[config.mk]
export PLATFORM = sky130hd
export DESIGN_NAME = instruction_fetch_unit
export DESIGN_NICKNAME = d
export VERILOG_FILES = /design/src/rtl/cpu_pkg.sv /design/src/rtl/instruction_fetch_unit.sv
export SDC_FILE = /design/constraint.sdc
export NUM_CORES = 1
export LEC_CHECK = 0
export BUFFER_PORTS_ARGS = -buffer_cell sky130_fd_sc_hd__buf_2
export CAP_MARGIN = 10
export CELL_PAD_IN_SITES_DETAIL_PLACEMENT = 0
export CELL_PAD_IN_SITES_GLOBAL_PLACEMENT = 1
export CORE_AREA = 4 4 125 127
export CTS_BUF_LIST = sky130_fd_sc_hd__clkbuf_8
export DETAILED_ROUTE_END_ITERATION = 10
export DIE_AREA = 0 0 129 131
export GPL_ROUTABILITY_DRIVEN = 0
export HOLD_SLACK_MARGIN = 0.12
export PLACE_DENSITY = 0.6
export SLEW_MARGIN = 20
export SYNTH_ARGS = -nofsm -noshare
export SYNTH_HDL_FRONTEND = slang
export SYNTH_SLANG_ARGS = --single-unit
[constraint.sdc]
create_clock -name clk -period 1.9 [get_ports clk]
set_input_delay 0.38 -clock clk [delete_from_list [all_inputs] [get_ports clk]]
set_output_delay 0.38 -clock clk [all_outputs]
set_load 0.005 [all_outputs]
[src/rtl/cpu_pkg.sv]
// Shared definitions for the 16-bit CPU pipeline: widths, HALT encoding,
// fetch FSM states and the IF/ID register layout used by fetch and decode.
package cpu_pkg;

  localparam int INSTR_W = 16;
  localparam int ADDR_W  = 16;

  localparam logic [INSTR_W-1:0] HALT_WORD = 16'h0000;

  typedef enum logic [0:0] {
    FS_RUN    = 1'b0,
    FS_HALTED = 1'b1
  } fetch_state_t;

  typedef struct packed {
    logic               valid;
    logic [INSTR_W-1:0] instr;
    logic [ADDR_W-1:0]  pc;
    logic [ADDR_W-1:0]  pc_plus2;
  } ifid_reg_t;

  // Next sequential instruction address; wraps modulo 2^16.
  function automatic logic [ADDR_W-1:0] pc_inc(input logic [ADDR_W-1:0] pc);
    return pc + 16'd2;
  endfunction

  function automatic logic [15:0] sat_inc16(input logic [15:0] v);
    return (v == 16'hFFFF) ? v : v + 16'd1;
  endfunction

endpackage

[src/rtl/instruction_fetch_unit.sv]
// Fetch stage: owns the PC, reads the zero-latency instruction memory and
// fills the IF/ID register, honouring redirect > stall > fetch and HALT.
module instruction_fetch_unit #(
  parameter logic [15:0] RESET_PC  = 16'h0000,
  parameter logic [15:0] HALT_WORD = cpu_pkg::HALT_WORD
) (
  input  logic        clk,
  input  logic        reset,
  output logic [15:0] imem_addr,
  input  logic [15:0] imem_data,
  input  logic        stall,
  input  logic        redirect_valid,
  input  logic [15:0] redirect_target,
  output logic        if_valid,
  output logic [15:0] if_instr,
  output logic [15:0] if_pc,
  output logic [15:0] if_pc_plus2,
  output logic        halted,
  output logic        misaligned,
  output logic [15:0] fetch_count
);
  import cpu_pkg::*;

  fetch_state_t r_state;
  ifid_reg_t    r_ifid;
  logic [15:0]  r_pc;
  logic         r_halted;
  logic         r_misaligned;
  logic [15:0]  r_fetch_count;

  // Fetch FSM, PC, IF/ID register and status flags.
  always_ff @(posedge clk) begin
    if (reset) begin
      r_state       <= FS_RUN;
      r_pc          <= RESET_PC;
      r_ifid        <= '0;
      r_halted      <= 1'b0;
      r_misaligned  <= 1'b0;
      r_fetch_count <= 16'h0000;
    end else if (redirect_valid) begin
      // A redirect also discards a HALT fetched down the wrong path.
      r_state      <= FS_RUN;
      r_pc         <= {redirect_target[15:1], 1'b0};
      r_ifid.valid <= 1'b0;
      r_halted     <= 1'b0;
      r_misaligned <= r_misaligned | redirect_target[0];
    end else if (stall) begin
      r_state <= r_state;
    end else begin
      case (r_state)
        FS_RUN: begin
          r_ifid.valid    <= 1'b1;
          r_ifid.instr    <= imem_data;
          r_ifid.pc       <= r_pc;
          r_ifid.pc_plus2 <= pc_inc(r_pc);
          r_fetch_count   <= sat_inc16(r_fetch_count);
          if (imem_data == HALT_WORD) begin
            r_state  <= FS_HALTED;
            r_halted <= 1'b1;
          end else begin
            r_pc <= pc_inc(r_pc);
          end
        end
        FS_HALTED: begin
          r_ifid.valid <= 1'b0;
        end
        default: begin
          r_state <= FS_RUN;
        end
      endcase
    end
  end

  assign imem_addr   = r_pc;
  assign if_valid    = r_ifid.valid;
  assign if_instr    = r_ifid.instr;
  assign if_pc       = r_ifid.pc;
  assign if_pc_plus2 = r_ifid.pc_plus2;
  assign halted      = r_halted;
  assign misaligned  = r_misaligned;
  assign fetch_count = r_fetch_count;

endmodule

==> metrics.md <==
| Metric | Value |
|---|---|
| Status | complete, no violations |
| First-pass GRT wire length | 18400 µm |
| Number of global-route vias before repair | 3507 |
| Final setup fails | 0 |
| CP Class | in2reg |
| Pwr dens | 765 nW/µm² |
| Residual DRC | 0 |
| Crit path buf inv count | 3 |
| Post-Synthesis Cells | 433 |
| Initial antenna violation count | 2 |
| CP cell instances | buf_2, or4_4, buf_4, o41ai_2, buf_4, o211ai_1, a31oi_1 |
| Combinational power share | 0.120 |
| Startpoint types | input port |
| DRT iter0 DRCs | 140 |
| Async S/R FF share, synth | 0 |
| Port bufs | 115 |
| Mapped cell area | 3570 µm² |
| Slew @ Worst Pin | 0.495 ns |
| CP peak stage delay | 0.55 ns |
| Clk sink count | 81 |
| Max-Cap Viols | 0 |
| M1 wire length | 5340 µm |
| Utilization after layout | 0.339 |
| Post-synthesis sequential area ratio | 0.454 |
| Average vias per placed instance | 4.75 |
| FF-to-FF setup slack | 0.13 ns |
| Max FO, Critical Path | 6 |
| ANT nets after route | 0 |
| RSZ-0062 raised after global routing | false |
| Hold path startpoint | redirect_target[8] |
| Met3 wire length | 618 µm |
| Sequential Power Share | 0.485 |
| Global Route Usage Sum | 0.140 |
| WL met2 | 5480 µm |
| Rows | 44 |
| Router iterations before antenna repair | 4 |
| Ys flop type | dfxtp_1 |
| Setup WS pre-CTS | -0.270 ns |
| IO Pins | 119 |
| LEAKAGE | 0.00201 µW |
| Layout cells sized above 1 | 0.348 |
| Die Footprint | 16900 µm² |
| Die Width | 129 µm |
| Clock share of power | 0.396 |
| Largest delay share family, worst path | compound AO/OA/AOI/OAI gates |
| Min-Delay Endpoint | imem_addr[8] |
| NumNets Final | 614 |
| Most frequent CP cell | buf_4 |
| Clock-pin slew on the worst setup and hold paths | 0.08 ns |
| Remaining Overflow, GRT | 0 |
| Switch Pwr | 966 µW |
| Worst vdd ir | 0.232 mV |
| Slew headroom | 0.667 |
| Crit. End Element | flop |
| Root buffer cell | clkbuf_8 |
| EDFF count, synth | 0 |
| Synth warn | 0 |
| Flops & latches, synth | 81 |
| Max Buffers Root-to-Sink | 2 |
| Final Critical Period | 1.78 ns |
| Internal power | 2770 µW |
| CP required | 2.20 ns |
| Vias | 3633 |
| Final WL | 11800 µm |
| Fmax achieved | 0.562 GHz |
| Unique masters post-synth | 42 |
| Final hold vios | 0 |
| Slowest cell on crit path | or4_4 |
| Starting Density | 0.247 |
| Period utilisation layout | 0.937 |
| Max-slew violations | 0 |
| Largest net degree at the start of global routing | 41 |
| CTS tree | built |
| Critical path arrival | 2.08 ns |
| Sw Share | 0.258 |
| Layout area overhead | 36.9% |
| Drt wl/cell | 15.4 µm |
| Critical R2R Launch | r_state |
| Hold path cells | 3 |
| Antenna cells | 0 |
| Post-DP HPWL | 8720 µm |
| R2r endpoint | fetch_count[12] |
| TritonCTS buffer count | 9 |
| Average size of a mapped cell | 8.24 µm² |
| Top routing layer in use | met5 |
| Die Y-Extent | 131 µm |
| Clk_lat worst skew | 0.37 ns |
| Reg2Reg Depth | 5 |
| HP Class | in2reg |
| CORE AREA | 14400 µm² |
| Worst setup margin | 0.120 ns |
| Clock Skew | 0.00945 ns |
| # H-tree levels | 3 |
repair_timing:
item	CTS	global route
setup buffers	0	3
gates resized for setup	0	3
hold buffers	0	0
endpoints found under the setup margin	0	7
how the worst max path moves through the flow:
stage | startpoint | endpoint | cells past startpoint
final | imem_data[12] | imem_addr[10] | 7
after global routing | r_state | fetch_count[5] | 5
after CTS | imem_addr[4] | imem_addr[6] | 4
after detailed placement | imem_data[12] | imem_addr[10] | 7
after global placement | imem_data[12] | imem_addr[13] | 7
after floorplan | imem_data[12] | imem_addr[3] | 4
cells in the final DEF (no fill, tap or decap), types with 7 or more instances in the layout:
| cell type | synthesis | layout |
|---|---|---|
| buf_2 | 3 | 115 |
| nand4_1 | 8 | 8 |
| dfxtp_1 | 81 | 81 |
| a21oi_1 | 44 | 44 |
| or3_1 | 11 | 11 |
| nand2_1 | 76 | 76 |
| xnor2_1 | 8 | 8 |
| nor3_1 | 8 | 7 |
| clkbuf_8 | 0 | 11 |
| inv_1 | 10 | 10 |
| nand3_1 | 13 | 13 |
| nor2b_1 | 8 | 8 |
| buf_4 | 3 | 47 |
| nor2_1 | 35 | 34 |
| a211oi_1 | 26 | 22 |
cell usage after synthesis, drive strengths merged, types with 2 or more instances:
master | instances | area, µm²
o211ai | 5 | 37.5
nor3 | 8 | 40.0
o41ai | 4 | 61.3
o31ai | 4 | 30.0
mux2 | 4 | 45.0
or4 | 10 | 90.1
ha | 2 | 25.0
dfxtp | 81 | 1620
a21oi | 44 | 220
nor2 | 35 | 131
a32oi | 2 | 17.5
xor2 | 5 | 43.8
or3 | 11 | 68.8
clkbuf | 19 | 71.3
o21ai | 6 | 30.0
nor4 | 7 | 43.8
a311oi | 4 | 35.0
or2 | 4 | 25.0
nand2 | 76 | 285
inv | 10 | 37.5
xnor2 | 8 | 70.1
a31oi | 5 | 31.3
o21a | 2 | 15.0
nand3 | 13 | 65.1
nor2b | 8 | 50.1
buf | 14 | 67.6
nand4 | 8 | 50.1
a211oi | 26 | 195
cell families after synthesis:
group / Yosys count / synth area share
adders and majority gates: 2 / 0.00701
AOI/OAI and AO/OA: 106 / 0.199
DFF: 81 / 0.454
buffers and inverters: 43 / 0.0494
xor gates and xnor gates: 13 / 0.0319
and+or+nand+nor: 183 / 0.244
other: 1 / 0.00105
muxes: 4 / 0.0126
sequential cells by signal (all words and copies together) (netlist names):
register     cells
misaligned       1
if_pc_plus2     15
imem_addr       15
if_instr        16
halted           1
if_pc           15
r_state          1
fetch_count     16
if_valid         1
layer usage:
metal,global-route usage,vias to the layer above
met2,0.219,80
li1,-,1828
met4,0.0704,4
met1,0.178,1697
met3,0.0386,24
met5,0,-
final cells by class:
| cell class | instances | area, µm² |
|---|---|---|
| fill | 1555 | 9540 |
| multi-input combinational | 311 | 1820 |
| sequential | 81 | 1620 |
| timing repair buffer | 163 | 948 |
| tap | 184 | 230 |
| clock buffer | 11 | 151 |
| clock inverter | 5 | 77.6 |
| inverter | 10 | 37.5 |
power by group through the flow:
stage | Sequential (µW) | Combinational [µW] | Clock [µW]
CTS | 1810 | 454 | 1540
global placement | 1850 | 450 | 0
floorplan | 1860 | 214 | 0
finish | 1810 | 448 | 1480
global route | 1820 | 498 | 1600
detailed placement | 1850 | 453 | 0
metrics by stage:
stage	area, µm²	power, µW	std cells	hold WS (ns)	TNS, ns
after floorplan	3610	2080	435	0.453	-0.103
after global placement	4620	2300	746	0.441	-2.56
after detailed placement	4620	2300	746	0.447	-3.06
after CTS	4850	3800	762	0.225	0
after global routing	4890	3920	765	0.236	0
final	4890	3740	765	0.250	0
tightest hold or removal path, delay by kind of cell:
family,cells,cell delay (ns)
compound gates,1,0.08
buf+inv,1,0.08
simple gates,1,0.04
(Power assumes the default switching activity.)
